[src/rtl/huff_pkg.sv]
// Shared Huffman package: widths, node field helpers and the histogram
// state enum. Used by the frequency counter and the later sorting stages.
package huff_pkg;

    localparam int SYM_W    = 4;
    localparam int CNT_W    = 4;
    localparam int NODE_W   = CNT_W + SYM_W;
    localparam int NUM_BINS = 1 << SYM_W;

    typedef enum logic {
        COUNT = 1'b0,
        EMIT  = 1'b1
    } huff_state_t;

    // A node is {weight, symbol}; sorting orders on the weight field.
    function automatic logic [CNT_W-1:0] node_weight(input logic [NODE_W-1:0] n);
        return n[NODE_W-1:SYM_W];
    endfunction

    function automatic logic [SYM_W-1:0] node_symbol(input logic [NODE_W-1:0] n);
        return n[SYM_W-1:0];
    endfunction

    function automatic logic [NODE_W-1:0] make_node(input logic [CNT_W-1:0] w,
                                                    input logic [SYM_W-1:0] s);
        return {w, s};
    endfunction

endpackage

[src/rtl/huff_freq_count_if.sv]
// Sample-in / node-out stream bundle of the Huffman histogram stage.
// master = producer of samples and consumer of nodes; slave = the counter.
interface huff_freq_count_if #(
    parameter int SYM_W = 4,
    parameter int CNT_W = 4
);

    logic                     in_valid;
    logic                     in_ready;
    logic [SYM_W-1:0]         in_sym;
    logic                     in_last;

    logic                     node_valid;
    logic                     node_ready;
    logic [CNT_W+SYM_W-1:0]   node;
    logic                     node_last;
    logic [SYM_W:0]           node_cnt;

    modport master (
        output in_valid, in_sym, in_last, node_ready,
        input  in_ready, node_valid, node, node_last, node_cnt
    );

    modport slave (
        input  in_valid, in_sym, in_last, node_ready,
        output in_ready, node_valid, node, node_last, node_cnt
    );

endinterface

[src/rtl/huff_next_bin.sv]
// Combinational priority finder: lowest set mask bit at or above ptr.
// none_after is high when no other candidate lies above the found index.
// ptr is one bit wider than an index so "past the last bin" is encodable.
module huff_next_bin #(
    parameter int SYM_W = 4
) (
    input  logic [(1<<SYM_W)-1:0] mask,
    input  logic [SYM_W:0]        ptr,
    output logic [SYM_W-1:0]      idx,
    output logic                  found,
    output logic                  none_after
);

    localparam int BINS = 1 << SYM_W;

    logic [BINS-1:0] window;
    logic [BINS-1:0] cand;
    logic [BINS-1:0] upper;

    // Window of bins at or above the scan pointer
    generate
        for (genvar gi = 0; gi < BINS; gi++) begin : g_window
            assign window[gi] = ((SYM_W+1)'(gi) >= ptr);
        end
    endgenerate

    assign cand = mask & window;

    // Clearing the lowest candidate leaves only those above the chosen one
    assign upper      = cand & (cand - BINS'(1));
    assign none_after = (upper == '0);

    // Lowest-index candidate wins (descending loop, last hit overwrites)
    always_comb begin
        idx   = '0;
        found = 1'b0;
        for (int i = BINS - 1; i >= 0; i--) begin
            if (cand[i]) begin
                idx   = SYM_W'(i);
                found = 1'b1;
            end
        end
    end

endmodule

[src/rtl/huff_freq_count.sv]
// Huffman histogram front end: counts 4-bit symbols over a block, then
// streams one {weight, symbol} node per bin in ascending symbol order.
// Optional feature macro: HUFF_SKIP_ZERO_EN -- when defined, bins whose
// weight is zero are not emitted; otherwise all bins are emitted.
module huff_freq_count #(
    parameter int SYM_W = 4,
    parameter int CNT_W = 4
) (
    input  logic             CLK,
    input  logic             nRST,
    huff_freq_count_if.slave bus
);

    import huff_pkg::*;

    localparam int BIN_N    = 1 << SYM_W;
    localparam int NODE_BITS = CNT_W + SYM_W;
    localparam logic [CNT_W-1:0] CNT_MAX = {CNT_W{1'b1}};

    huff_state_t state_reg;
    huff_state_t state_next;

    // Bin storage, flattened from the per-bin registers below
    logic [BIN_N-1:0][CNT_W-1:0] bin_w;
    logic [BIN_N-1:0]            mask_w;

    logic [SYM_W:0]              ptr_reg;
    logic [NODE_BITS-1:0]        node_reg;
    logic                        node_valid_reg;
    logic                        node_last_reg;
    logic [SYM_W:0]              node_cnt_reg;

    logic                        in_fire;
    logic                        node_fire;
    logic                        block_done;
    logic                        load_node;

    logic [BIN_N-1:0]            scan_mask;
    logic [SYM_W-1:0]            next_idx;
    logic                        next_found;
    logic                        next_none_after;

`ifdef HUFF_SKIP_ZERO_EN
    assign scan_mask = mask_w;
`else
    // Every bin is emittable; the mask still tracks occupancy.
    assign scan_mask = mask_w | {BIN_N{1'b1}};
`endif

    huff_next_bin #(
        .SYM_W (SYM_W)
    ) u_next_bin (
        .mask       (scan_mask),
        .ptr        (ptr_reg),
        .idx        (next_idx),
        .found      (next_found),
        .none_after (next_none_after)
    );

    // State register
    always_ff @(posedge CLK or negedge nRST) begin
        if (!nRST) begin
            state_reg <= COUNT;
        end else begin
            state_reg <= state_next;
        end
    end

    // Handshake decode and next-state logic
    always_comb begin
        state_next = state_reg;
        in_fire    = (state_reg == COUNT) && bus.in_valid;
        node_fire  = node_valid_reg && bus.node_ready;
        block_done = node_fire && node_last_reg;
        // Load into an empty register or behind a node leaving this cycle
        load_node  = (state_reg == EMIT) && next_found && !block_done &&
                     (!node_valid_reg || bus.node_ready);
        case (state_reg)
            COUNT: if (in_fire && bus.in_last) state_next = EMIT;
            EMIT:  if (block_done)             state_next = COUNT;
            default: state_next = COUNT;
        endcase
    end

    // One saturating counter and occupancy bit per symbol bin
    generate
        for (genvar gi = 0; gi < BIN_N; gi++) begin : g_bin
            logic [CNT_W-1:0] weight_reg;
            logic             occupied_reg;
            logic             hit;
            logic             clr;

            assign hit = in_fire && (bus.in_sym == SYM_W'(gi));
            assign clr = load_node && (next_idx == SYM_W'(gi));

            // Count in COUNT; read-and-clear when this bin is emitted
            always_ff @(posedge CLK or negedge nRST) begin
                if (!nRST) begin
                    weight_reg   <= '0;
                    occupied_reg <= 1'b0;
                end else if (clr) begin
                    weight_reg   <= '0;
                    occupied_reg <= 1'b0;
                end else if (hit) begin
                    if (weight_reg != CNT_MAX) begin
                        weight_reg <= weight_reg + CNT_W'(1);
                    end
                    occupied_reg <= 1'b1;
                end
            end

            assign bin_w[gi]  = weight_reg;
            assign mask_w[gi] = occupied_reg;
        end
    endgenerate

    // Output register, scan pointer and per-block node counter
    always_ff @(posedge CLK or negedge nRST) begin
        if (!nRST) begin
            node_reg       <= '0;
            node_valid_reg <= 1'b0;
            node_last_reg  <= 1'b0;
            node_cnt_reg   <= '0;
            ptr_reg        <= '0;
        end else begin
            if (load_node) begin
                node_reg       <= {bin_w[next_idx], next_idx};
                node_valid_reg <= 1'b1;
                node_last_reg  <= next_none_after;
                node_cnt_reg   <= node_cnt_reg + (SYM_W+1)'(1);
                ptr_reg        <= {1'b0, next_idx} + (SYM_W+1)'(1);
            end else if (node_fire) begin
                node_valid_reg <= 1'b0;
                node_last_reg  <= 1'b0;
            end
            if (block_done) begin
                ptr_reg <= '0;
            end
            if (in_fire && bus.in_last) begin
                node_cnt_reg <= '0;
            end
        end
    end

    assign bus.in_ready   = (state_reg == COUNT);
    assign bus.node_valid = node_valid_reg;
    assign bus.node       = node_reg;
    assign bus.node_last  = node_last_reg;
    assign bus.node_cnt   = node_cnt_reg;

endmodule

[src/flat_wrapper.sv]
// flat-port wrapper written by rule: the top's interface ports become plain ports
module huff_freq_count_flat import huff_pkg::*;
#(
    parameter int SYM_W = 4,
    parameter int CNT_W = 4
)
  (CLK, nRST, bus_in_valid, bus_in_sym, bus_in_last, bus_node_ready, bus_in_ready, bus_node_valid, bus_node, bus_node_last, bus_node_cnt);
  huff_freq_count_if #(.SYM_W(SYM_W), .CNT_W(CNT_W)) bus_i ();
  input  logic CLK;
  input  logic nRST;
  input wire logic [$bits(bus_i.in_valid)-1:0] bus_in_valid;
  input wire logic [$bits(bus_i.in_sym)-1:0] bus_in_sym;
  input wire logic [$bits(bus_i.in_last)-1:0] bus_in_last;
  input wire logic [$bits(bus_i.node_ready)-1:0] bus_node_ready;
  output wire logic [$bits(bus_i.in_ready)-1:0] bus_in_ready;
  output wire logic [$bits(bus_i.node_valid)-1:0] bus_node_valid;
  output wire logic [$bits(bus_i.node)-1:0] bus_node;
  output wire logic [$bits(bus_i.node_last)-1:0] bus_node_last;
  output wire logic [$bits(bus_i.node_cnt)-1:0] bus_node_cnt;
  assign bus_i.in_valid = bus_in_valid;
  assign bus_i.in_sym = bus_in_sym;
  assign bus_i.in_last = bus_in_last;
  assign bus_i.node_ready = bus_node_ready;
  assign bus_in_ready = bus_i.in_ready;
  assign bus_node_valid = bus_i.node_valid;
  assign bus_node = bus_i.node;
  assign bus_node_last = bus_i.node_last;
  assign bus_node_cnt = bus_i.node_cnt;
  huff_freq_count #(.SYM_W(SYM_W), .CNT_W(CNT_W)) u_core (.CLK(CLK), .nRST(nRST), .bus(bus_i));
endmodule
[config.mk]
export PLATFORM = sky130hd
export DESIGN_NAME = huff_freq_count_flat
export DESIGN_NICKNAME = d
export VERILOG_FILES = /design/src/rtl/huff_pkg.sv /design/src/rtl/huff_freq_count_if.sv /design/src/rtl/huff_next_bin.sv /design/src/rtl/huff_freq_count.sv /design/src/flat_wrapper.sv
export SDC_FILE = /design/constraint.sdc
export NUM_CORES = 1
export LEC_CHECK = 0
export CELL_PAD_IN_SITES_DETAIL_PLACEMENT = 1
export CELL_PAD_IN_SITES_GLOBAL_PLACEMENT = 1
export CORE_MARGIN = 8
export CORE_UTILIZATION = 48
export CTS_CLUSTER_DIAMETER = 60
export DETAILED_ROUTE_END_ITERATION = 10
export PLACE_DENSITY = 0.87
export SETUP_SLACK_MARGIN = 0.5
export SYNTH_ARGS = -nofsm -noshare
export SYNTH_HDL_FRONTEND = slang
export SYNTH_SLANG_ARGS = --single-unit
[constraint.sdc]
create_clock -name CLK -period 2.05 [get_ports CLK]
set_input_delay 0.41 -clock CLK [delete_from_list [all_inputs] [get_ports CLK]]
set_output_delay 0.41 -clock CLK [all_outputs]
set_load 0.1 [all_outputs]
# --- Word level (Yosys, flattened, before mapping) ---
# Cells that the tools add are included.
classes:
  add_sub_neg: 19
  magnitude_cmp: 17
  n_eq_ne: 46
  mux: 92
  n_bitwise: 2
  n_reduce_logical: 96
ops:
  columns: ["cell", "count"]
  rows:
  - ["$mux 4", 65]
  - ["$reduce_bool 2->1", 35]
  - ["$add 4x1->4 const B", 16]
  - ["$eq 4x4->1 const B", 16]
  - ["$ne 4x4->1 const B", 16]
  - ["$ge 4x5->1 const A", 8]
  - ["$logic_and 1x1->1", 39]
  - ["$eq 4x3->1 const B", 8]
  - ["$reduce_and 2->1", 16]
  - ["$mux 1", 21]
  - ["$ge 3x5->1 const A", 4]
  - ["$mux 5", 4]
  - ["$and 16x16->16", 1]
  - ["$bmux 4 s4", 1]
  - ["$eq 4x2->1 const B", 4]
  - ["$logic_not 16->1", 1]
  - ["$sub 16x1->16 const B", 1]
  - ["$ge 1x5->1 const A", 2]
  - ["$ge 2x5->1 const A", 2]
  - ["$eq 4x1->1 const B", 2]
  - ["$logic_not 4->1", 2]
  - ["$add 4x1->5 const B", 1]
  - ["$add 5x1->5 const B", 1]
  - ["$lt 4x5->1 const B", 1]
  - ["4 further kinds", 5]
totals:
  ff_bits: 85
  in_bits: 9
  out_inout_bits: 16
  wordCells: 294

# --- Logic depth before layout (Yosys ltp) ---
# Gate-level depths: netlist of run 1.
logic_depth:
  word_depth: 23
  ltp_mapped: 8

# --- Cells and area by module ---
# Synthesis of run 1 repeated with hierarchy kept, for this count alone.
hier_totals:
  hier_cells: 582
  area_unflattened_um2: 5632.9
modules_own_cells:
  columns: ["mod", "n_inst", "cells_each", "area_each_um2", "seq_area_each_um2"]
  rows:
  - ["huff_freq_count", 1, 472, 4946.0, 2127.0]
  - ["huff_next_bin", 1, 110, 686.9, 0.0]

# --- Worst setup path after synthesis of run 1 ---
# Ideal clock, no wire load.
synth_timing:
  path_kind: "reg2reg"
  from: "register u_core.node_last_reg (netlist: u_core.bus.node_last)"
  to: "register u_core.g_bin[15].weight_reg[0]"
  setup_time_ns: 0.137
  t_arrival_ns: 1.880
  required_time_ns: 1.913
  slack_ns: 0.033
  path_stages_with_launch: 6
  path_buffers: 0
  synth_period_minus_slack_ns: 2.017
  cell_sequence: "dfrtp_1 > nand2b_1 > a21oi_1 > nand2_1 > nor3_1 > nor2_1"
synth_between:
  elab_chain_cells: 7
synth_lines:
  columns: ["item", "line_no", "source"]
  rows:
  - ["from (decl)", "huff_freq_count.sv:30", "logic node_last_reg;"]
  - ["from (signal assigned)", "huff_freq_count.sv:129", "node_last_reg <= next_none_after;"]
  - ["$logic_and 1x1->1 (*)", "huff_freq_count.sv:74", "block_done = node_fire && node_last_reg;"]
  - ["$logic_not 1->1 (*)", "huff_freq_count.sv:76", "load_node = (state_reg == EMIT) && next_found && !block_done &&"]
  - ["$logic_and 1x1->1 (*) (2 in a row)", "huff_freq_count.sv:76", null]
  - ["$logic_and 1x1->1 (*)", "huff_freq_count.sv:94", "assign clr = load_node && (next_idx == SYM_W'(gi));"]
  - ["$reduce_bool 2->1 (no line)", null, null]
  - ["$reduce_and 2->1 (no line)", null, null]
  - ["to (signal assigned)", "huff_freq_count.sv:106", "weight_reg <= weight_reg + CNT_W'(1);"]
  - ["to (decl)", "huff_freq_count.sv:88", "logic [CNT_W-1:0] weight_reg;"]
# Mark *: on every way between the ends. The rest lies on a longest branch, timed or not.
# A chain may end at the register's enable or synchronous reset.

# --- Worst setup path after layout of run 1 ---
layout_timing:
  from: "register u_core.ptr_reg[4]"
  to: "register u_core.node_reg[6] (netlist: u_core.bus.node[6])"
layout_between:
  elab_chain_cells: 20
layout_lines:
  columns: ["item", "line_no", "source"]
  rows:
  - ["from (decl)", "huff_freq_count.sv:27", "logic [SYM_W:0] ptr_reg;"]
  - ["from (signal assigned)", "huff_freq_count.sv:131", "ptr_reg <= {1'b0, next_idx} + (SYM_W+1)'(1);"]
  - ["parallel branches: the longest is 20 deep, another holds $ge 4x5->1", null, null]
  - ["to (signal assigned)", "huff_freq_count.sv:127", "node_reg <= {bin_w[next_idx], next_idx};"]
  - ["to (decl)", "huff_freq_count.sv:28", "logic [NODE_BITS-1:0] node_reg;"]
# Several ways; the timed one is not identified. The select of a mux whose other input is x is not followed.

==> impl_metrics.py, run 1 <==
metrics = {
    "power": {
        "p_leak_uw": 0.00307,
        "intPower_uw": 5500,
        "power.density_nw_per_um2": 1610,
        "switching_share": 0.507,
        "vdd_ir_drop_max_v": 0.000882,
        "p_sw_uw": 5670,
        "clockPowerShare": 0.141,
        "comb_power_share": 0.610,
        "pwr-share-seq": 0.248,
    },
    "routing": {
        "routedWlPerCell_um": 35.9,
        "drc": 0,
        "drt.antenna.violating_nets": 0,
        "vias": 5118,
        "dr.first_iter.drc_count": 713,
        "dr.pass1.iters": 5,
        "routed_wl_mm": 25.7,
        "via_per_inst": 7.14,
    },
    "global_routing": {
        "grt_start_max_net_pins": 38,
        "grt-ovfl-total": 0,
        "grt_pass1_vias": 5160,
        "track_usage": 0.329,
        "grt_first_pass_wirelength_mm": 32.8,
        "antenna_found_initial": 0,
    },
    "place": {
        "hpwl_mm": 10.9,
        "place.gp.congestion": 0.820,
        "dpl_worst_slack_ns": -0.324,
        "numPortBuffers": 24,
        "place_area_sq_um": 5600,
    },
    "clocking": {
        "root_buffer": "clkbuf_8",
        "cts.clk_slew.worst_paths_ns": 0.11,
        "cts_hold_buf": 0,
        "clockBufferDepth": 2,
        "cts_htree_levels": 3,
        "insertion_delay_ns": 0.40,
        "numCtsBuffers": 9,
        "cts_tree": "yes",
        "cts_sinks": 85,
    },
    "timing": {
        "period_minus_slack_ns": 2.23,
        "finClkSkew_ns": 0.0244,
        "fin_hold_ws_ns": 0.00657,
        "fin_crit_sh": 1.09,
        "worst_slew_margin_rel": 0.589,
        "finalHoldViolCount": 0,
        "rsz0062_at_grt": "true",
        "tightest_slew_ns": 0.616,
        "slew_violations": 0,
        "max_freq_mhz": 448,
        "fin_tns_setup_ns": -0.546,
        "final.setup.worst_slack_ns": -0.184,
        "setup_viol": 6,
    },
    "flow_run": {
        "max-cap-violations": 0,
    },
    "yosys": {
        "ys_ff_latch": 85,
        "synth_area_leaders": "dfrtp_1 44%, xor2_1 6.3%, ha_1 5.4%, nor2_1 5.0%, mux2i_1 4.5%",
        "postSynthCellCount": 467,
        "synth_common_cells": "85 x dfrtp_1, 64 x nor2_1, 45 x nand2_1, 35 x xor2_1, 22 x mux2i_1",
        "yosysWarnings": 0,
        "synth_edf_count": 0,
        "synth.distinct_cells": 51,
        "yosysSeqAreaShare": 0.439,
        "synth_flop_cell": "dfrtp_1",
        "syn-num-nets": 497,
        "synth.most_common_cell": "dfrtp_1",
        "synth_area_sq_um": 4840,
        "async_flop_share": 1.00,
        "synth_top_cell_by_area": "dfrtp_1",
        "synth_top_area_share": 0.439,
        "syn_avg_cell_area_sq_um": 10.4,
    },
    "worst_setup_path": {
        "end_kind": "flop",
        "cp_slowest_cell": "o221ai_1",
        "worstPathRequired_ns": 2.34,
        "arrival_ns": 2.52,
        "worstPathCellList": "and2b_2 > buf_4 > buf_12 > buf_4 > a22oi_2 > o221ai_1 > nand2_1 > a41oi_2",
        "critical-path-max-stage-delay_ns": 0.47,
        "startpoint_type": "flop",
        "crit_type": "flop to flop",
        "crit_fanout": 11,
        "cpMostUsedCell": "buf_4",
    },
    "cells_and_area": {
        "fillers": 947,
        "multi_input_area_sq_um": 3210,
        "drive_gt1_frac": 0.421,
        "largest_reg_flops": 64,
        "area_growth_pct": 43.4,
        "antennaDiodeCount": 0,
        "final_nets": 609,
        "final_area_sq_um": 6950,
        "final_util": 0.711,
        "seq_area_sq_um": 2140,
    },
    "outcome": {
        "violations": "setup timing",
        "status": "complete, but fails checks",
    },
    "min_path": {
        "holdCritPathClass": "input pin to async pin",
    },
    "floorplanning": {
        "die-area_sq_um": 13600,
        "die_h_um": 116,
        "io_pins": 25,
        "rows": 36,
        "coreArea_sq_um": 9770,
        "die_w_um": 116,
        "start_util": 0.496,
    },
}
## area by class of cell
cell class / count / area share
Inverter: 8 / 0.00631
Sequential cell: 85 / 0.308
Clock buffer: 12 / 0.0209
Timing Repair Buffer: 118 / 0.165
Clock inverter: 4 / 0.0137
Tap cell: 133 / 0.0240
Multi-Input combinational cell: 357 / 0.462
## cells in the final DEF (no fill, tap or decap), types with 4 or more instances in the layout
cell type	n
inv_1	5
xor2_2	5
buf_6	21
dfrtp_1	79
and2_1	4
xnor2_1	9
and3_4	10
o221ai_1	4
nor2_4	4
nand2_4	5
clkbuf_8	10
o21ai_0	7
a311oi_4	7
nand3_1	9
buf_4	78
nand4_1	17
and3_1	4
and3_2	4
xnor2_2	10
a22oi_2	6
a31oi_1	15
buf_12	6
dfrtp_2	5
ha_2	4
nor2_1	55
xor2_1	29
clkbuf_16	4
ha_1	15
mux2i_1	19
nor2_2	6
nand2_1	37
## path summary, 6_finish.rpt
path,from,endpoint,slack (ns),depth (start not counted)
worst max-delay path,u_core.ptr_reg[4],u_core.bus.node[6],-0.18,8
worst min-delay path,nRST,u_core.g_bin[0].weight_reg[2],0.007,1
worst max register to register,u_core.ptr_reg[4],u_core.bus.node[6],-0.18,8
worst min register to register,u_core.bus.node[3],u_core.bus.node[3],0.58,2
max in group asynchronous,nRST,u_core.bus.node[5],1.26,2
min in group CLK,u_core.bus.node[3],u_core.bus.node[3],0.58,2
## stage by stage
| stage | instances | power [uW] |
|---|---|---|
| floorplan | 467 | 5310 |
| global route | 717 | 11300 |
| finish | 717 | 11200 |
| CTS | 691 | 8920 |
| global placement | 653 | 6460 |
| detailed placement | 653 | 6730 |
## worst max-delay path: cells and delay by family (launching register included)
family,cells,cell delay (ns)
buf+inv,3,0.39
simple gates,2,0.51
compound gates,3,0.80
flops,1,0.43
## power by group through the flow
stage               combinational [uW]  sequential, uW  clock (uW)
floorplan                         1890            3420           0
global placement                  3910            2550           0
detailed placement                4120            2610           0
CTS                               4820            2610        1490
global route                      6930            2770        1630
finish                            6820            2780        1580
## what timing repair did
action,4_1_cts,5_1_grt
setup buffers,21,22
pin swaps,30,41
resized for setup,68,83
setup endpoints to repair,81,89
gates cloned,1,4
## kinds of logic after synthesis
kind of cell | Yosys count | synth area share
flip-flops | 85 | 0.439
buffers and inverters | 25 | 0.0214
XOR/XNOR | 54 | 0.0976
adder cells (fa/ha/maj) | 21 | 0.0542
AND/OR/NAND/NOR | 183 | 0.203
AO/OA/AOI/OAI | 72 | 0.120
multiplexers | 27 | 0.0641
## routing by layer
layer / wire length, um / track usage / part of all wire
met4: 1900 / 0.188 / 0.074
met1: 9330 / 0.395 / 0.36
met3: 2950 / 0.0869 / 0.11
met5: 0 / 0 / 0
met2: 11500 / 0.525 / 0.45
(Power assumes the default switching activity.)
==> run 2: changes to the inputs <==
--- a/config.mk
+++ b/config.mk
@@ -13,6 +13,7 @@
 export DETAILED_ROUTE_END_ITERATION = 10
 export PLACE_DENSITY = 0.87
 export SETUP_SLACK_MARGIN = 0.5
+export SLEW_MARGIN = 10
 export SYNTH_ARGS = -nofsm -noshare
 export SYNTH_HDL_FRONTEND = slang
 export SYNTH_SLANG_ARGS = --single-unit
==> constraint.sdc (replaced) <==
create_clock -name CLK -period 2.05 [get_ports CLK]
set_input_delay 0.3075 -clock CLK [delete_from_list [all_inputs] [get_ports CLK]]
set_output_delay 0.3075 -clock CLK [all_outputs]
set_load 0.1 [all_outputs]
==> run 2 against run 1 <==
Against the previous run: the flow still finishes with violations (setup timing); global-route usage is 1.4 points higher; total power is 3.1% higher; setup slack worse by 0.22 ns; combinational power is 7.3% higher; via count is 4.9% higher; maximum frequency is 8.8% lower; clock-buffer cell count is 1 higher; largest cell class unchanged; largest power group unchanged.
==> impl_metrics.py, run 2 (synthesis gave the netlist of run 1 again) <==
metrics = {
    "outcome": {
        "status": "complete, but fails checks",
        "violations": "setup timing",
    },
    "worst_setup_path": {
        "reg2reg_depth": 9,
        "worstPathCellList": "buf_4 > buf_8 > nor2b_4 > inv_1 > buf_4 > a21oi_2 > o21ai_0 > a32oi_2 > a31oi_2",
        "reg2reg_slack_ns": -0.40,
        "cp-startpoint": "u_core.ptr_reg[4]",
        "crit_path_end": "u_core.bus.node[4]",
        "crit_fanout": 10,
        "arrival_ns": 2.70,
        "crit_type": "flop to flop",
        "worstPathRequired_ns": 2.30,
        "cpMostUsedCell": "buf_4",
        "path_buf_inv": 4,
        "path_delay_family": "compound AO/OA/AOI/OAI gates",
        "r2r-start": "u_core.ptr_reg[4]",
        "end_kind": "flop",
        "startpoint_type": "flop",
        "critical-path-max-stage-delay_ns": 0.41,
        "cp_slowest_cell": "a32oi_2",
        "reg2reg_to": "u_core.bus.node[4]",
        "cp_num_cells": 9,
    },
    "cells_and_area": {
        "largest_reg_flops": 64,
        "final_common_cell": "buf_4",
        "final_nets": 633,
        "area_growth_pct": 50.3,
        "antennaDiodeCount": 0,
        "final_cell_mix": "86 x buf_4, 79 x dfrtp_1, 41 x nor2_1, 36 x buf_6, 33 x nand2_1",
        "drive_gt1_frac": 0.477,
        "fin_cells": 741,
    },
    "routing": {
        "routedLengthMet1_mm": 10.0,
        "dr.first_iter.drc_count": 710,
        "routed.top_layer": "met5",
        "vias": 5368,
        "routedWlPerCell_um": 37.9,
        "routed-wl-met3_mm": 3.60,
        "dr.pass1.iters": 7,
        "dr_wl_met2_mm": 11.9,
        "drc": 0,
        "drt.antenna.violating_nets": 0,
        "via_per_inst": 7.24,
        "routed_wl_mm": 28.1,
    },
    "timing": {
        "finClkSkew_ns": 0.0282,
        "max_freq_mhz": 408,
        "slew_violations": 0,
        "period_minus_slack_ns": 2.45,
        "setup_viol": 17,
        "finalHoldViolCount": 0,
        "final.setup.worst_slack_ns": -0.400,
        "rsz0062_at_grt": "true",
        "worst_slew_margin_rel": 0.532,
        "fin_crit_sh": 1.20,
        "tightest_slew_ns": 0.702,
    },
    "floorplanning": {
        "die_h_um": 116,
        "io_pins": 25,
        "die_w_um": 116,
        "start_util": 0.496,
        "rows": 36,
        "die-area_sq_um": 13600,
        "coreArea_sq_um": 9770,
    },
    "power": {
        "vdd_ir_drop_max_v": 0.000835,
        "power.density_nw_per_um2": 1580,
        "p_leak_uw": 0.00320,
    },
    "place": {
        "dpl_worst_slack_ns": -0.307,
        "hpwl_mm": 11.1,
        "place.gp.congestion": 0.841,
        "dp_cells": 653,
        "numPortBuffers": 24,
    },
    "min_path": {
        "holdCritPathClass": "flop to flop",
    },
    "global_routing": {
        "antenna_found_initial": 3,
        "grt-ovfl-total": 0,
        "grt_first_pass_wirelength_mm": 33.7,
        "grt_start_max_net_pins": 46,
        "track_usage": 0.344,
        "grt_pass1_vias": 5289,
    },
    "clocking": {
        "root_buffer": "clkbuf_8",
        "numCtsBuffers": 9,
        "cts_tree": "yes",
        "cts_htree_levels": 3,
        "insertion_delay_ns": 0.40,
        "cts.clk_slew.worst_paths_ns": 0.11,
        "clockBufferDepth": 2,
        "cts_sinks": 85,
    },
    "flow_run": {
        "max-cap-violations": 0,
    },
}
run 2: cell count changes in the layout (fill, tap and decap cells not counted), moves of 4 or more:
| cell | delta |
|---|---|
| xnor2_1 | -4 |
| nand2_1 | -4 |
| buf_4 | +8 |
| buf_6 | +15 |
| nor2_1 | -14 |
| nor2_2 | +15 |
| xnor2_4 | +4 |
| clkbuf_16 | -4 |
| o21ai_0 | -4 |
run 2: area by class of cell:
class,instances,area [sq um]
sequential,85,2140
multi-input combinational,358,3400
clock inverter,3,45.0
clock buffer,13,149
fill,931,2500
inverter,8,40.0
timing repair buffer,141,1350
tap,133,166
run 2: power breakdown:
group	leakage [uW]	total [uW]	internal (uW)	switching, uW
logic	0.00198	7320	2840	4480
registers	0.00113	2840	2090	756
clock network	0.0000899	1360	601	755
run 2: per-stage QoR:
stage	TNS, ns	util	hold WS [ns]	instance area, sq um	total power, uW
finish	-1.39	0.745	0.533	7280	11500
floorplan	0	-	0.0119	4940	5310
CTS	0	0.653	0.496	6380	9070
global placement	-1.22	0.571	0.360	5580	6450
detailed placement	-5.88	0.571	0.361	5580	6710
global route	-1.50	0.745	0.549	7280	11600
run 2: how the worst min path moves through the flow:
stage,slack [ns],endpoint,start,depth (start not counted)
after floorplan,0.01,u_core.bus.node[0],nRST,0
after global placement,0.36,u_core.bus.node_cnt[2],nRST,1
after detailed placement,0.36,u_core.g_bin[0].weight_reg[3],nRST,1
after CTS,0.50,u_core.g_bin[0].weight_reg[3],nRST,2
after global routing,0.55,u_core.bus.node[3],u_core.bus.node[3],2
final,0.53,u_core.bus.node[3],u_core.bus.node[3],2
run 2: per-layer routing:
| layer | GRT usage | vias to the layer above |
|---|---|---|
| met3 | 0.0993 | 221 |
| met1 | 0.391 | 2613 |
| met4 | 0.241 | 6 |
| met5 | 0 | - |
| met2 | 0.547 | 561 |
| li1 | - | 1967 |
run 2: repair_timing:
item                                    CTS  global route
gates resized for setup                  69           136
endpoints found under the hold margin    42             0
buffers inserted                         31            36
gates cloned                              3             1
hold buffers                              1             0
pin swaps                                19            47
endpoints found under the setup margin   77            84
run 2: worst reg2reg max path: stages, from the launching register on:
cell and delay [ns]:
dfrtp_1 0.40, buf_4 0.15, buf_8 0.13, nor2b_4 0.15, inv_1 0.09, buf_4 0.20, a21oi_2 0.31, o21ai_0 0.30
a32oi_2 0.41, a31oi_2 0.16
==> run 3: changes to the inputs <==
--- a/config.mk
+++ b/config.mk
@@ -5,6 +5,7 @@
 export SDC_FILE = /design/constraint.sdc
 export NUM_CORES = 1
 export LEC_CHECK = 0
+export CAP_MARGIN = 10
 export CELL_PAD_IN_SITES_DETAIL_PLACEMENT = 1
 export CELL_PAD_IN_SITES_GLOBAL_PLACEMENT = 1
 export CORE_MARGIN = 8
==> results of run 3 <==
No change in the layout: final DEF, timing and power equal those of run 2.
